File: src/rtl/uart_rx_cfg.sv
`default_nettype none
// ============================================================================
//  Module      : uart_rx_cfg
//  Description : Oversampling UART receiver with 3-sample majority vote,
//                runtime prescale, optional parity, 1/2 stop bits and break
//                detection. Frame configuration is latched at the start edge.
//  Revision    : 1.0  initial release
// ============================================================================
module uart_rx_cfg #(
    parameter int DATA_WIDTH = 8,
    parameter int PRESCALE_W = 6
) (
    input  logic                  clk,
    input  logic                  rst,
    input  logic                  rx_in,
    input  logic [PRESCALE_W-1:0] prescale,
    input  logic                  par_en,
    input  logic                  par_typ,
    input  logic                  stop2,
    output logic [DATA_WIDTH-1:0] p_data,
    output logic                  data_valid,
    output logic                  parity_error,
    output logic                  stop_error,
    output logic                  break_detect
);

    localparam logic [2:0] c_IDLE   = 3'd0;
    localparam logic [2:0] c_START  = 3'd1;
    localparam logic [2:0] c_DATA   = 3'd2;
    localparam logic [2:0] c_PARITY = 3'd3;
    localparam logic [2:0] c_STOP   = 3'd4;
    localparam logic [2:0] c_BREAK  = 3'd5;

    localparam logic [3:0]            c_LAST_BIT = 4'(DATA_WIDTH - 1);
    localparam logic [PRESCALE_W-1:0] c_MIN_P    = PRESCALE_W'(8);
    localparam logic [PRESCALE_W-1:0] c_ONE      = PRESCALE_W'(1);

    logic [2:0]            r_state;
    logic [PRESCALE_W-1:0] r_cnt;
    logic [PRESCALE_W-1:0] r_p;
    logic [3:0]            r_bit_cnt;
    logic                  r_stop_idx;
    logic                  r_par_en;
    logic                  r_par_typ;
    logic                  r_stop2;
    logic                  r_s0;
    logic                  r_s1;
    logic                  r_bit;
    logic                  r_brk_cand;
    logic [DATA_WIDTH-1:0] r_shadow;
    logic [DATA_WIDTH-1:0] r_p_data;
    logic                  r_data_valid;
    logic                  r_parity_error;
    logic                  r_stop_error;
    logic                  r_break_detect;

    logic [PRESCALE_W-1:0] w_p_eff;
    logic [PRESCALE_W-1:0] w_half;
    logic                  w_at_s0;
    logic                  w_at_s1;
    logic                  w_at_vote;
    logic                  w_at_last;
    logic                  w_vote;
    logic                  w_par_exp;
    logic                  w_stop_err;

    // Short ratios are clamped to 8; odd ratios round down to keep P/2 exact.
    assign w_p_eff    = (prescale < c_MIN_P) ? c_MIN_P : {prescale[PRESCALE_W-1:1], 1'b0};
    assign w_half     = r_p >> 1;
    assign w_at_s0    = (r_cnt == w_half - c_ONE);
    assign w_at_s1    = (r_cnt == w_half);
    assign w_at_vote  = (r_cnt == w_half + c_ONE);
    assign w_at_last  = (r_cnt == r_p - c_ONE);
    assign w_vote     = (r_s0 & r_s1) | (r_s0 & rx_in) | (r_s1 & rx_in);
    assign w_par_exp  = (^r_shadow) ^ r_par_typ;
    assign w_stop_err = r_stop_error | ~r_bit;

    always_ff @(posedge clk) begin
        if (rst) begin
            r_state        <= c_IDLE;
            r_cnt          <= '0;
            r_p            <= '0;
            r_bit_cnt      <= '0;
            r_stop_idx     <= 1'b0;
            r_par_en       <= 1'b0;
            r_par_typ      <= 1'b0;
            r_stop2        <= 1'b0;
            r_s0           <= 1'b1;
            r_s1           <= 1'b1;
            r_bit          <= 1'b1;
            r_brk_cand     <= 1'b0;
            r_shadow       <= '0;
            r_p_data       <= '0;
            r_data_valid   <= 1'b0;
            r_parity_error <= 1'b0;
            r_stop_error   <= 1'b0;
            r_break_detect <= 1'b0;
        end else begin
            r_data_valid   <= 1'b0;
            r_break_detect <= 1'b0;
            if (w_at_s0)   r_s0  <= rx_in;
            if (w_at_s1)   r_s1  <= rx_in;
            if (w_at_vote) r_bit <= w_vote;
            r_cnt <= w_at_last ? '0 : r_cnt + c_ONE;

            case (r_state)
                c_IDLE: begin
                    r_cnt <= '0;
                    if (!rx_in) begin
                        // This cycle is edge 0 of the start bit.
                        r_state   <= c_START;
                        r_cnt     <= c_ONE;
                        r_p       <= w_p_eff;
                        r_par_en  <= par_en;
                        r_par_typ <= par_typ;
                        r_stop2   <= stop2;
                    end
                end
                c_START: begin
                    if (w_at_vote) begin
                        if (w_vote) begin
                            r_state <= c_IDLE;
                            r_cnt   <= '0;
                        end else begin
                            r_parity_error <= 1'b0;
                            r_stop_error   <= 1'b0;
                            r_brk_cand     <= 1'b1;
                            r_bit_cnt      <= '0;
                            r_stop_idx     <= 1'b0;
                        end
                    end else if (w_at_last) begin
                        r_state <= c_DATA;
                    end
                end
                c_DATA: begin
                    if (w_at_vote) begin
                        r_shadow <= {w_vote, r_shadow[DATA_WIDTH-1:1]};
                        if (w_vote) r_brk_cand <= 1'b0;
                    end
                    if (w_at_last) begin
                        if (r_bit_cnt == c_LAST_BIT) begin
                            r_bit_cnt <= '0;
                            r_state   <= r_par_en ? c_PARITY : c_STOP;
                        end else begin
                            r_bit_cnt <= r_bit_cnt + 4'd1;
                        end
                    end
                end
                c_PARITY: begin
                    if (w_at_vote && w_vote) r_brk_cand <= 1'b0;
                    if (w_at_last) begin
                        if (r_bit != w_par_exp) r_parity_error <= 1'b1;
                        r_state <= c_STOP;
                    end
                end
                c_STOP: begin
                    if (w_at_vote && w_vote && !r_stop_idx) r_brk_cand <= 1'b0;
                    if (w_at_last) begin
                        r_stop_error <= w_stop_err;
                        if (r_stop_idx == r_stop2) begin
                            r_stop_idx <= 1'b0;
                            if (r_brk_cand) begin
                                r_state        <= c_BREAK;
                                r_break_detect <= 1'b1;
                            end else begin
                                r_state <= c_IDLE;
                                if (!w_stop_err && !r_parity_error) begin
                                    r_p_data     <= r_shadow;
                                    r_data_valid <= 1'b1;
                                end
                            end
                        end else begin
                            r_stop_idx <= 1'b1;
                        end
                    end
                end
                c_BREAK: begin
                    r_cnt <= '0;
                    if (rx_in) r_state <= c_IDLE;
                end
                default: begin
                    r_state <= c_IDLE;
                    r_cnt   <= '0;
                end
            endcase
        end
    end

    assign p_data       = r_p_data;
    assign data_valid   = r_data_valid;
    assign parity_error = r_parity_error;
    assign stop_error   = r_stop_error;
    assign break_detect = r_break_detect;

endmodule
`default_nettype wire

File: config.mk
export PLATFORM = sky130hd
export DESIGN_NAME = uart_rx_cfg
export DESIGN_NICKNAME = d
export VERILOG_FILES = /design/src/rtl/uart_rx_cfg.sv
export SDC_FILE = /design/constraint.sdc
export NUM_CORES = 1
export LEC_CHECK = 0
export BUFFER_PORTS_ARGS = -buffer_cell sky130_fd_sc_hd__buf_4
export CORE_MARGIN = 2
export CORE_UTILIZATION = 35
export DETAILED_ROUTE_END_ITERATION = 12
export PLACE_DENSITY_LB_ADDON = 0.08
export RECOVER_POWER = 25
export SLEW_MARGIN = 20
export SYNTH_ARGS = -nofsm -noshare
export SYNTH_HDL_FRONTEND = slang
export SYNTH_SLANG_ARGS = --single-unit
File: constraint.sdc
create_clock -name clk -period 2.5 [get_ports clk]
set_clock_uncertainty 0.15 [all_clocks]
set_input_delay 0.125 -clock clk [delete_from_list [all_inputs] [get_ports clk]]
set_output_delay 0.125 -clock clk [all_outputs]
set_load 0.05 [all_outputs]
==> out/qor.txt, run 1 <==
Register-to-register setup slack: 0.09 ns
Number of search-and-repair iterations in the first detailed-routing pass: 4
Relative area change from synthesis to final layout: 20.37%
Count of input and output buffers: 22
Fill count: 749
Relative max-transition margin: 59.65%
I/O pin count: 24
Share of the core filled with cells in the final layout: 42.69%
Instance area at placement: 0.002806 sq mm
Maximum vdd ir drop: 0.0002245 V
DRC violation count after routing: 0
Total Power Consumption: 2.387 mW
Worst endpoint data arrival time: 2.44 ns
Data required time of the critical path: 2.53 ns
Maximum number of pins on one net before global-route repair: 44
Worst Hold Depth: 2
Cell with the most instances after synthesis: dfxtp_1
Overflow left after global routing: 0
Worst hold-check slack: 0.1001 ns
Largest driver fanout on the critical path: 4
Top cell type by total area after synthesis: dfxtp_1
Register bit total from synthesis: 46
Sink count of the clock tree: 46
Fraction of registers with async set or reset after synthesis: 0%
Routed len/inst: 13.73 um
DRT antenna net count: 0
Post-route insts no fill: 424
Clk Tree Root Cell: clkbuf_8
Number of max-slew violations in the final report: 0
Worst Setup Start Kind: flip-flop
CORE AREA: 0.007137 sq mm
Routed vias: 2058
Total power per unit cell area: 783.4 mW/mm^2
Clk pin slew, worst setup/hold paths: 0.09 ns
Number of nets in the layout: 340
Sequential share of the synthesized area: 36.38%
Starting density of the core: 35.47%
Horiz. Die Dim: 89.04 um
Number of standard-cell rows in the floorplan: 31
Via count of the first global-routing pass: 1938
Main synth FF type: dfxtp_1
P_leak: 1.213 nW
Total non-filler cell area in the finished layout: 0.003047 sq mm
Share of the synthesized area in the top cell type: 36.38%
Total of warnings raised by yosys: 0
Synthesized instance count: 291
RSZ-0062 raised after global routing: yes
Average cell area after synthesis: 8.698 sq um
Clock tree from TritonCTS: done
DIE HEIGHT: 89.04 um
Hold WC Path Type: input pin to flip-flop
Worst r2r path cells: 9
Hold violation total from the final report: 0
Minimum clock period after layout: 2.411 ns
Endpoint kind of the worst setup timing path: flip-flop
Maximum count of clock buffers along a single path: 2
Violation count after the first detailed-route iteration: 121
Crit Reg-Reg Startpoint: r_p[2]
Area of the mapped netlist: 0.002531 sq mm
Estimated wirelength of the detail-placed design: 3945 um
Most common library cells after synthesis: dfxtp_1 (46), nor2_1 (37), nand2_1 (23)
Number of setup violations in the final report: 0
Number of antenna repair diodes: 0
Post-route fraction of the period consumed by the critical path: 96.45%
Number of flops mapped to enable cells by yosys: 0
Global-route wire length before repair: 9832 um
RR Endpoint: p_data[3]
Synthesized netlist net count: 307
Gr usage total: 15.91%
Wire length reported by the detailed router: 5822 um
Worst Setup EP: p_data[3]
Status: finished clean
Vias per inst: 4.854
Post-placement cell count: 403
Area enclosed by the die boundary: 0.007928 sq mm
Top achievable clock speed: 414.7 MHz
Slew at the pin closest to its max-slew limit: 0.6078 ns
Count of unique library cells instantiated by Yosys: 54
Leading post-synthesis cells by cell area: dfxtp_1 (36%), mux2i_1 (8.7%), nor2_1 (5.5%)
H-tree levels: 2
Number of antenna violations at the first check in global routing: 0
Layout cells sized above 1: 16.62%
# Max-Cap Violations: 0
Placer's final routability congestion estimate: 0.8119
Launching element of the worst setup path: r_p[2]
Worst skew pair latency: 0.30 ns
Class of the most critical setup path: flip-flop to flip-flop
Number of buffers created by CTS: 5
[routing by layer]
metal	up-vias	global-route usage (%)	part of all wire (%)
li1	1067	-	-
met1	970	21.24	50
met2	17	26.19	47
met3	4	3.509	2.3
met4	0	4.071	0.74
met5	-	0	0
[sequential cells by signal, summed over array words and instances, names as in the netlist]
signal and cells:
parity_error 1, p_data 8, r_par_typ 1, data_valid 1
r_state 3, r_p 5, break_detect 1, r_shadow 8
r_s1 1, r_cnt 6, r_bit 1, r_s0 1
stop_error 1, r_stop_idx 1, r_brk_cand 1, r_bit_cnt 4
r_stop2 1, r_par_en 1
[cell families after synthesis]
group | count (synthesis) | synth area share, %
AOI/OAI and AO/OA | 44 | 12.26
DFF | 46 | 36.38
xor gates and xnor gates | 32 | 11.67
buffers and inverters | 26 | 5.042
adders and majority gates | 5 | 2.373
muxes | 22 | 8.700
and+or+nand+nor | 116 | 23.58
[stage by stage]
stage	setup WS, ns	setup TNS [ns]
3_3_place_gp	0.09750	0
3_5_place_dp	0.06327	0
6_report	0.08875	0
5_1_grt	-0.01684	-0.05211
2_1_floorplan	0.05983	0
4_1_cts	0.02153	0
[power breakdown]
part           internal (mW)  switching (mW)
Combinational          0.430           0.491
Sequential             0.804           0.114
Clock                  0.295           0.254
Total                   1.53           0.859
[critical path, cell delays in order, from the launching register on]
cell and delay [ns]:
dfxtp_2 0.34, inv_2 0.04, ha_4 0.16, o21ba_1 0.16, a221o_1 0.38, a211oi_4 0.30
and4bb_2 0.37, clkbuf_16 0.17, mux2i_1 0.17, nor2_1 0.05
[worst min-delay path by stage]
| stage | slack (ns) | startpoint | end |
|---|---|---|---|
| global route | 0.11 | rst | p_data[3] |
| detailed placement | 0.23 | prescale[2] | r_p[2] |
| finish | 0.10 | rst | p_data[1] |
| CTS | 0.10 | rst | r_shadow[6] |
| floorplan | 0.10 | rx_in | r_s1 |
| global placement | 0.22 | prescale[2] | r_p[2] |
[placed cells by master (no fill, tap or decap), types with 3 or more instances in the layout]
cell type      Yosys  layout
clkbuf_1           8      12
clkbuf_8           0       5
or2_2              3       3
nor3_1             9       9
dlygate4sd3_1      0       9
nor2b_1            5       5
nand2b_1           4       4
ha_1               4       3
nand3_1           14      13
xnor2_1           15      15
nor4b_1            3       3
nand2_1           23      23
mux2i_1           22      22
and3_1             5       5
dfxtp_1           46      44
a31oi_1            4       4
nor2_1            37      37
o21ai_0            6       6
a21oi_1           11      11
inv_1              7       5
buf_4              2      20
xor2_1            15      15
[area by class of cell]
cell class | count | area (sq um) | area share, %
Multi-Input combinational cell | 219 | 1511 | 49.61
Sequential cell | 46 | 923.4 | 30.31
Timing Repair Buffer | 45 | 352.8 | 11.58
Tap cell | 99 | 123.9 | 4.066
Clock buffer | 5 | 68.82 | 2.259
Clock inverter | 3 | 40.04 | 1.314
Inverter | 7 | 26.28 | 0.8624
[what timing repair did]
item | in CTS | in global routing
setup buffers | 0 | 3
endpoints found under the hold margin | 10 | 0
hold buffers | 9 | 0
endpoints found under the setup margin | 0 | 17
gates resized for setup | 0 | 12
(Power assumes the default switching activity.)
==> inputs of run 2 (changes only) <==
clock period = 2.8 ns   (was 2.5 ns; I/O delays follow)
==> out/qor.txt, run 2 (synthesis results as in run 1) <==
Instance area at placement: 0.002791 sq mm (-0.53%)
CORE AREA: 0.007137 sq mm (unchanged)
Layout cells sized above 1: 12.23% (-4.4 points)
Status: finished clean
Part of the power in registers: 40.5% (+2.1 points)
Launching element of the worst setup path: r_p[1]
DIE HEIGHT: 89.04 um (unchanged)
Launch instance of the worst min-delay path: rst
Area enclosed by the die boundary: 0.007928 sq mm (unchanged)
Sink count of the clock tree: 46 (unchanged)
# Max-Cap Violations: 0 (unchanged)
Worst Setup Start Kind: flip-flop
Number of antenna violations at the first check in global routing: 0 (unchanged)
Register-to-register setup slack: 0.25 ns (+0.16 ns)
Clk pin slew, worst setup/hold paths: 0.09 ns (about the same)
Hold violation total from the final report: 0 (unchanged)
Worst endpoint data arrival time: 2.59 ns (+0.15 ns)
RSZ-0062 raised after global routing: no
Wire length reported by the detailed router: 5593 um (-3.9%)
Minimum clock period after layout: 2.554 ns (+0.1425 ns)
Most common cell after layout, fill and taps aside: dfxtp_1
Fill count: 762 (+1.7%)
Post-route fraction of the period consumed by the critical path: 91.21% (-5.2 points)
Post-route insts no fill: 418 (-1.4%)
Global-route wire length before repair: 9156 um (-6.9%)
Violation count after the first detailed-route iteration: 79 (-35%)
H-tree levels: 2 (unchanged)
Endpoint kind of the worst setup timing path: flip-flop
Starting density of the core: 35.47% (unchanged)
Number of max-slew violations in the final report: 0 (unchanged)
Power share of the combinational group: 39.0% (+0.4 points)
Number of standard-cell rows in the floorplan: 31 (unchanged)
DRT antenna net count: 0 (unchanged)
P_leak: 1.159 nW (-4.4%)
Gr usage total: 14.87% (-1.0 points)
Total non-filler cell area in the finished layout: 0.002919 sq mm (-4.2%)
Worst r2r path cells: 9 (unchanged)
Internal cell power: 1.249 mW (-18%)
Routed vias: 2061 (+0.15%)
Clk Tree Root Cell: clkbuf_8
Register area: 920.9 sq um (-0.27%)
DRC violation count after routing: 0 (unchanged)
Worst Hold Depth: 2 (unchanged)
Slew at the pin closest to its max-slew limit: 0.6103 ns (+0.002416 ns)
I/O pin count: 24 (unchanged)
Class of the most critical setup path: flip-flop to flip-flop
Worst skew pair latency: 0.30 ns (about the same)
Total of cells resized after clock tree synthesis: 0 (unchanged)
Count of input and output buffers: 22 (unchanged)
Routed length on met1: 2781 um (-3.7%)
Total power per unit cell area: 690.1 mW/mm^2 (-12%)
Total Neg Setup Slack: 0 ns (unchanged)
Number of search-and-repair iterations in the first detailed-routing pass: 4 (unchanged)
Endpoint of the worst hold-timing path: p_data[1]
Via count of the first global-routing pass: 1863 (-3.9%)
Post-placement cell count: 401 (-0.50%)
Maximum vdd ir drop: 0.0002594 V (+16%)
Area of combinational cells with multiple inputs: 0.001475 sq mm (-2.4%)
Number of setup violations in the final report: 0 (unchanged)
Routed len/inst: 13.38 um (-2.6%)
RR Endpoint: p_data[3]
Clock Power Share: 20.5% (-2.5 points)
Overflow left after global routing: 0 (unchanged)
Highest metal layer with signal wires: met4
Hold WC Path Type: input pin to flip-flop
Length of routed met2 wiring: 2632 um (-4.5%)
Largest driver fanout on the critical path: 9 (+5)
Data required time of the critical path: 2.83 ns (+0.30 ns)
Maximum number of pins on one net before global-route repair: 44 (unchanged)
Most frequent cells in the layout: dfxtp_1 (46), nor2_1 (37), nand2_1 (23)
Switching power share of the total: 37.97% (+2.0 points)
Clock tree from TritonCTS: done
Maximum count of clock buffers along a single path: 2 (unchanged)
Placer's final routability congestion estimate: 0.7802 (-3.9%)
Met3 layer wire length in the routed design: 125 um (-6.7%)
Relative max-transition margin: 59.49% (-0.16 points)
Number of buffers created by CTS: 5 (unchanged)
Top achievable clock speed: 391.6 MHz (-5.6%)
Vias per inst: 4.931 (+1.6%)
Net Switching: 764.9 uW (-11%)
Estimated wirelength of the detail-placed design: 3913 um (-0.82%)
Relative area change from synthesis to final layout: 15.32%
Number of nets in the layout: 334 (-1.8%)
Crit Reg-Reg Startpoint: r_p[1]
Number of antenna repair diodes: 0 (unchanged)
Horiz. Die Dim: 89.04 um (unchanged)
-- run 2: cell count changes in the layout (fill, tap and decap cells not counted), sizes merged --
cell / change
buf: -5
bufinv: -1
clkinvlp: +1
clkbuf: -1
-- run 2: layer usage --
metal	global-route usage, %	vias up
met5	0	-
met4	3.664	0
met3	3.139	5
met2	24.49	28
met1	19.98	969
li1	-	1059
-- run 2: area by class of cell --
cell class                      count  share of cell area (%)
Multi-Input combinational cell    219                   50.54
Sequential cell                    46                   31.55
Timing Repair Buffer               39                   9.687
Tap cell                           99                   4.243
Clock buffer                        5                   2.357
Inverter                            7                  0.9001
Clock inverter                      3                  0.7287
-- run 2: worst max-delay path by stage --
stage / to / slack [ns] / cells past startpoint
after detailed placement: p_data[3] / 0.22 / 9
after CTS: p_data[0] / 0.22 / 9
after global placement: p_data[4] / 0.26 / 9
after floorplan: p_data[0] / 0.36 / 10
after global routing: p_data[7] / 0.05 / 9
final: p_data[3] / 0.25 / 9
-- run 2: critical path, stage by stage, from the launching register on --
cell	delay, ns
dfxtp_1	0.34
inv_1	0.04
ha_1	0.27
o21ba_1	0.19
a221o_1	0.36
a211oi_2	0.37
and4bb_1	0.25
buf_4	0.20
mux2i_1	0.21
nor2_1	0.05
-- run 2: through the flow --
| step | util, % | power, mW | setup slack [ns] | hold WS, ns |
|---|---|---|---|---|
| global route | 40.90 | 2.167 | 0.04993 | 0.1266 |
| floorplan | - | 1.429 | 0.3598 | 0.1193 |
| CTS | 41.64 | 2.047 | 0.2169 | 0.1203 |
| detailed placement | 39.11 | 1.608 | 0.2176 | 0.2367 |
| finish | 40.90 | 2.014 | 0.2462 | 0.1244 |
| global placement | 39.11 | 1.609 | 0.2622 | 0.2368 |
-- run 2: power by group through the flow --
stage               Combinational, mW  Clock (mW)  Sequential [mW]
floorplan                       0.653           0            0.776
global placement                0.776           0            0.833
detailed placement              0.777           0            0.830
CTS                             0.791       0.440            0.816
global route                    0.874       0.463            0.830
finish                          0.786       0.414            0.815
-- run 2: timing repair --
| action | CTS | global route |
|---|---|---|
| setup buffers | 0 | 0 |
| endpoints found under the hold margin | 10 | 0 |
| hold buffers | 9 | 0 |
==> inputs of run 3 (changes only) <==
==> constraint.sdc (replaced) <==
create_clock -name clk -period 2.8 [get_ports clk]
set_clock_uncertainty 0.15 [all_clocks]
set_input_delay 0.42 -clock clk [delete_from_list [all_inputs] [get_ports clk]]
set_output_delay 0.42 -clock clk [all_outputs]
set_load 0.05 [all_outputs]
==> out/qor.txt, run 3 (synthesis results as in run 1) <==
Post-route fraction of the period consumed by the critical path: 91.32% (+0.11 points)
Clk Tree Root Cell: clkbuf_8
Number of nets in the layout: 325 (-2.7%)
Share of the core filled with cells in the final layout: 39.64% (-1.3 points)
Worst endpoint data arrival time: 2.59 ns (about the same)
Gr usage total: 14.47% (-0.39 points)
Biggest cell delay along the critical path: 0.38 ns (about the same)
Post-CTS setup-driven buffer insertion count: 0 (unchanged)
Class of the most critical setup path: flip-flop to flip-flop
CORE AREA: 0.007137 sq mm (unchanged)
P_leak: 1.122 nW (-3.2%)
# Max-Cap Violations: 0 (unchanged)
Register-to-register setup slack: 0.24 ns (about the same)
Via count of the first global-routing pass: 1847 (-0.86%)
Maximum count of clock buffers along a single path: 2 (unchanged)
Endpoint kind of the worst setup timing path: flip-flop
Estimated wirelength of the detail-placed design: 3825 um (-2.2%)
Status: finished clean
Sink count of the clock tree: 46 (unchanged)
Total power per unit cell area: 702.1 mW/mm^2 (+1.7%)
Worst r2r path cells: 9 (unchanged)
Maximum vdd ir drop: 0.0002377 V (-8.4%)
Overflow left after global routing: 0 (unchanged)
Data required time of the critical path: 2.83 ns (about the same)
Minimum clock period after layout: 2.557 ns (+0.003084 ns)
Instance area at placement: 0.002791 sq mm (unchanged)
Placer's final routability congestion estimate: 0.8019 (+2.8%)
Relative area change from synthesis to final layout: 11.76%
Endpoint of the worst hold-timing path: r_p[1]
Hold violation total from the final report: 0 (unchanged)
Total non-filler cell area in the finished layout: 0.002829 sq mm (-3.1%)
Largest driver fanout on the critical path: 9 (unchanged)
Cell with the largest stage delay on the worst path: a211oi_2
Relative max-transition margin: 60.37% (+0.88 points)
Number of buffers created by CTS: 5 (unchanged)
Number of search-and-repair iterations in the first detailed-routing pass: 4 (unchanged)
Number of antenna repair diodes: 0 (unchanged)
Area enclosed by the die boundary: 0.007928 sq mm (unchanged)
Post-route insts no fill: 409 (-2.2%)
DRT antenna net count: 0 (unchanged)
Launching element of the worst setup path: r_p[1]
DRC violation count after routing: 0 (unchanged)
Clk pin slew, worst setup/hold paths: 0.09 ns (about the same)
Routed vias: 2015 (-2.2%)
Number of antenna violations at the first check in global routing: 0 (unchanged)
Routed len/inst: 13.07 um (-2.3%)
Slew at the pin closest to its max-slew limit: 0.5970 ns (-0.01325 ns)
Total of cells resized after clock tree synthesis: 0 (unchanged)
Launch instance of the worst min-delay path: prescale[1]
Worst Hold Depth: 3 (+1)
Number of max-slew violations in the final report: 0 (unchanged)
Count of input and output buffers: 22 (unchanged)
Clock tree from TritonCTS: done
Layout cells sized above 1: 12.58% (+0.35 points)
RSZ-0062 raised after global routing: no
Maximum number of pins on one net before global-route repair: 44 (unchanged)
Total Neg Setup Slack: 0 ns (unchanged)
H-tree levels: 2 (unchanged)
Violation count after the first detailed-route iteration: 90 (+14%)
Horiz. Die Dim: 89.04 um (unchanged)
Global-route wire length before repair: 8818 um (-3.7%)
Worst skew pair latency: 0.30 ns (about the same)
Number of standard-cell rows in the floorplan: 31 (unchanged)
Worst Setup Start Kind: flip-flop
Starting density of the core: 35.47% (unchanged)
Top achievable clock speed: 391.1 MHz (-0.12%)
I/O pin count: 24 (unchanged)
DIE HEIGHT: 89.04 um (unchanged)
Most common cell after layout, fill and taps aside: dfxtp_1
Vias per inst: 4.927 (about the same)
Post-placement cell count: 401 (unchanged)
CTS Hold Buffers Added: 0 (-9)
Cell Chain, Critical Path: inv_1 > ha_1 > o21ba_1 > a221o_1 > a211oi_2 > and4bb_1 > buf_4 > mux2i_1 > nor2_1
RR Endpoint: p_data[6]
Number of setup violations in the final report: 0 (unchanged)
Hold WC Path Type: input pin to flip-flop
Most frequent cells in the layout: dfxtp_1 (46), nor2_1 (37), nand2_1 (23)
Crit Reg-Reg Startpoint: r_p[1]
Total Power Consumption: 1.986 mW (-1.4%)
Wire length reported by the detailed router: 5345 um (-4.4%)
## run 3: per-stage QoR
step,hold slack [ns],worst slack (ns)
after floorplan,0.2988,0.3598
after global placement,0.3126,0.2603
after detailed placement,0.3207,0.2211
after CTS,0.1969,0.2130
after global routing,0.2179,0.1130
final,0.2046,0.2431
## run 3: layout make-up
class / count / area [sq um]
multi-input combinational: 219 / 1475
sequential: 46 / 920.9
fill: 751 / 4308
inverter: 7 / 26.28
timing repair buffer: 30 / 192.7
tap: 99 / 123.9
clock buffer: 5 / 68.82
clock inverter: 3 / 21.27
## run 3: worst max-delay path by stage
stage | endpoint | slack, ns
global placement | p_data[4] | 0.26
floorplan | p_data[0] | 0.36
CTS | p_data[0] | 0.21
global route | p_data[7] | 0.11
finish | p_data[6] | 0.24
detailed placement | p_data[3] | 0.22
## run 3: routing by layer
| metal | part of all wire [%] | GRT usage (%) | routed length [um] | up-vias |
|---|---|---|---|---|
| li1 | - | - | - | 1049 |
| met5 | 0 | 0 | 0 | - |
| met2 | 47 | 23.95 | 2507 | 24 |
| met4 | 1.5 | 4.478 | 80 | 0 |
| met3 | 3.0 | 3.047 | 163 | 7 |
| met1 | 49 | 18.99 | 2593 | 935 |
## run 3: where the power goes
| group | switching (mW) | internal (mW) | total [mW] |
|---|---|---|---|
| Combinational | 0.412 | 0.349 | 0.761 |
| Clock | 0.233 | 0.176 | 0.409 |
| Sequential | 0.0997 | 0.717 | 0.816 |
## run 3: critical path: cells and delay by family (launching register included)
family,cells,cell delay (ns)
AOI/OAI and AO/OA,3,0.93
adders and majority gates,1,0.27
buffers and inverters,2,0.24
DFF,1,0.34
muxes,1,0.20
and+or+nand+nor,2,0.30
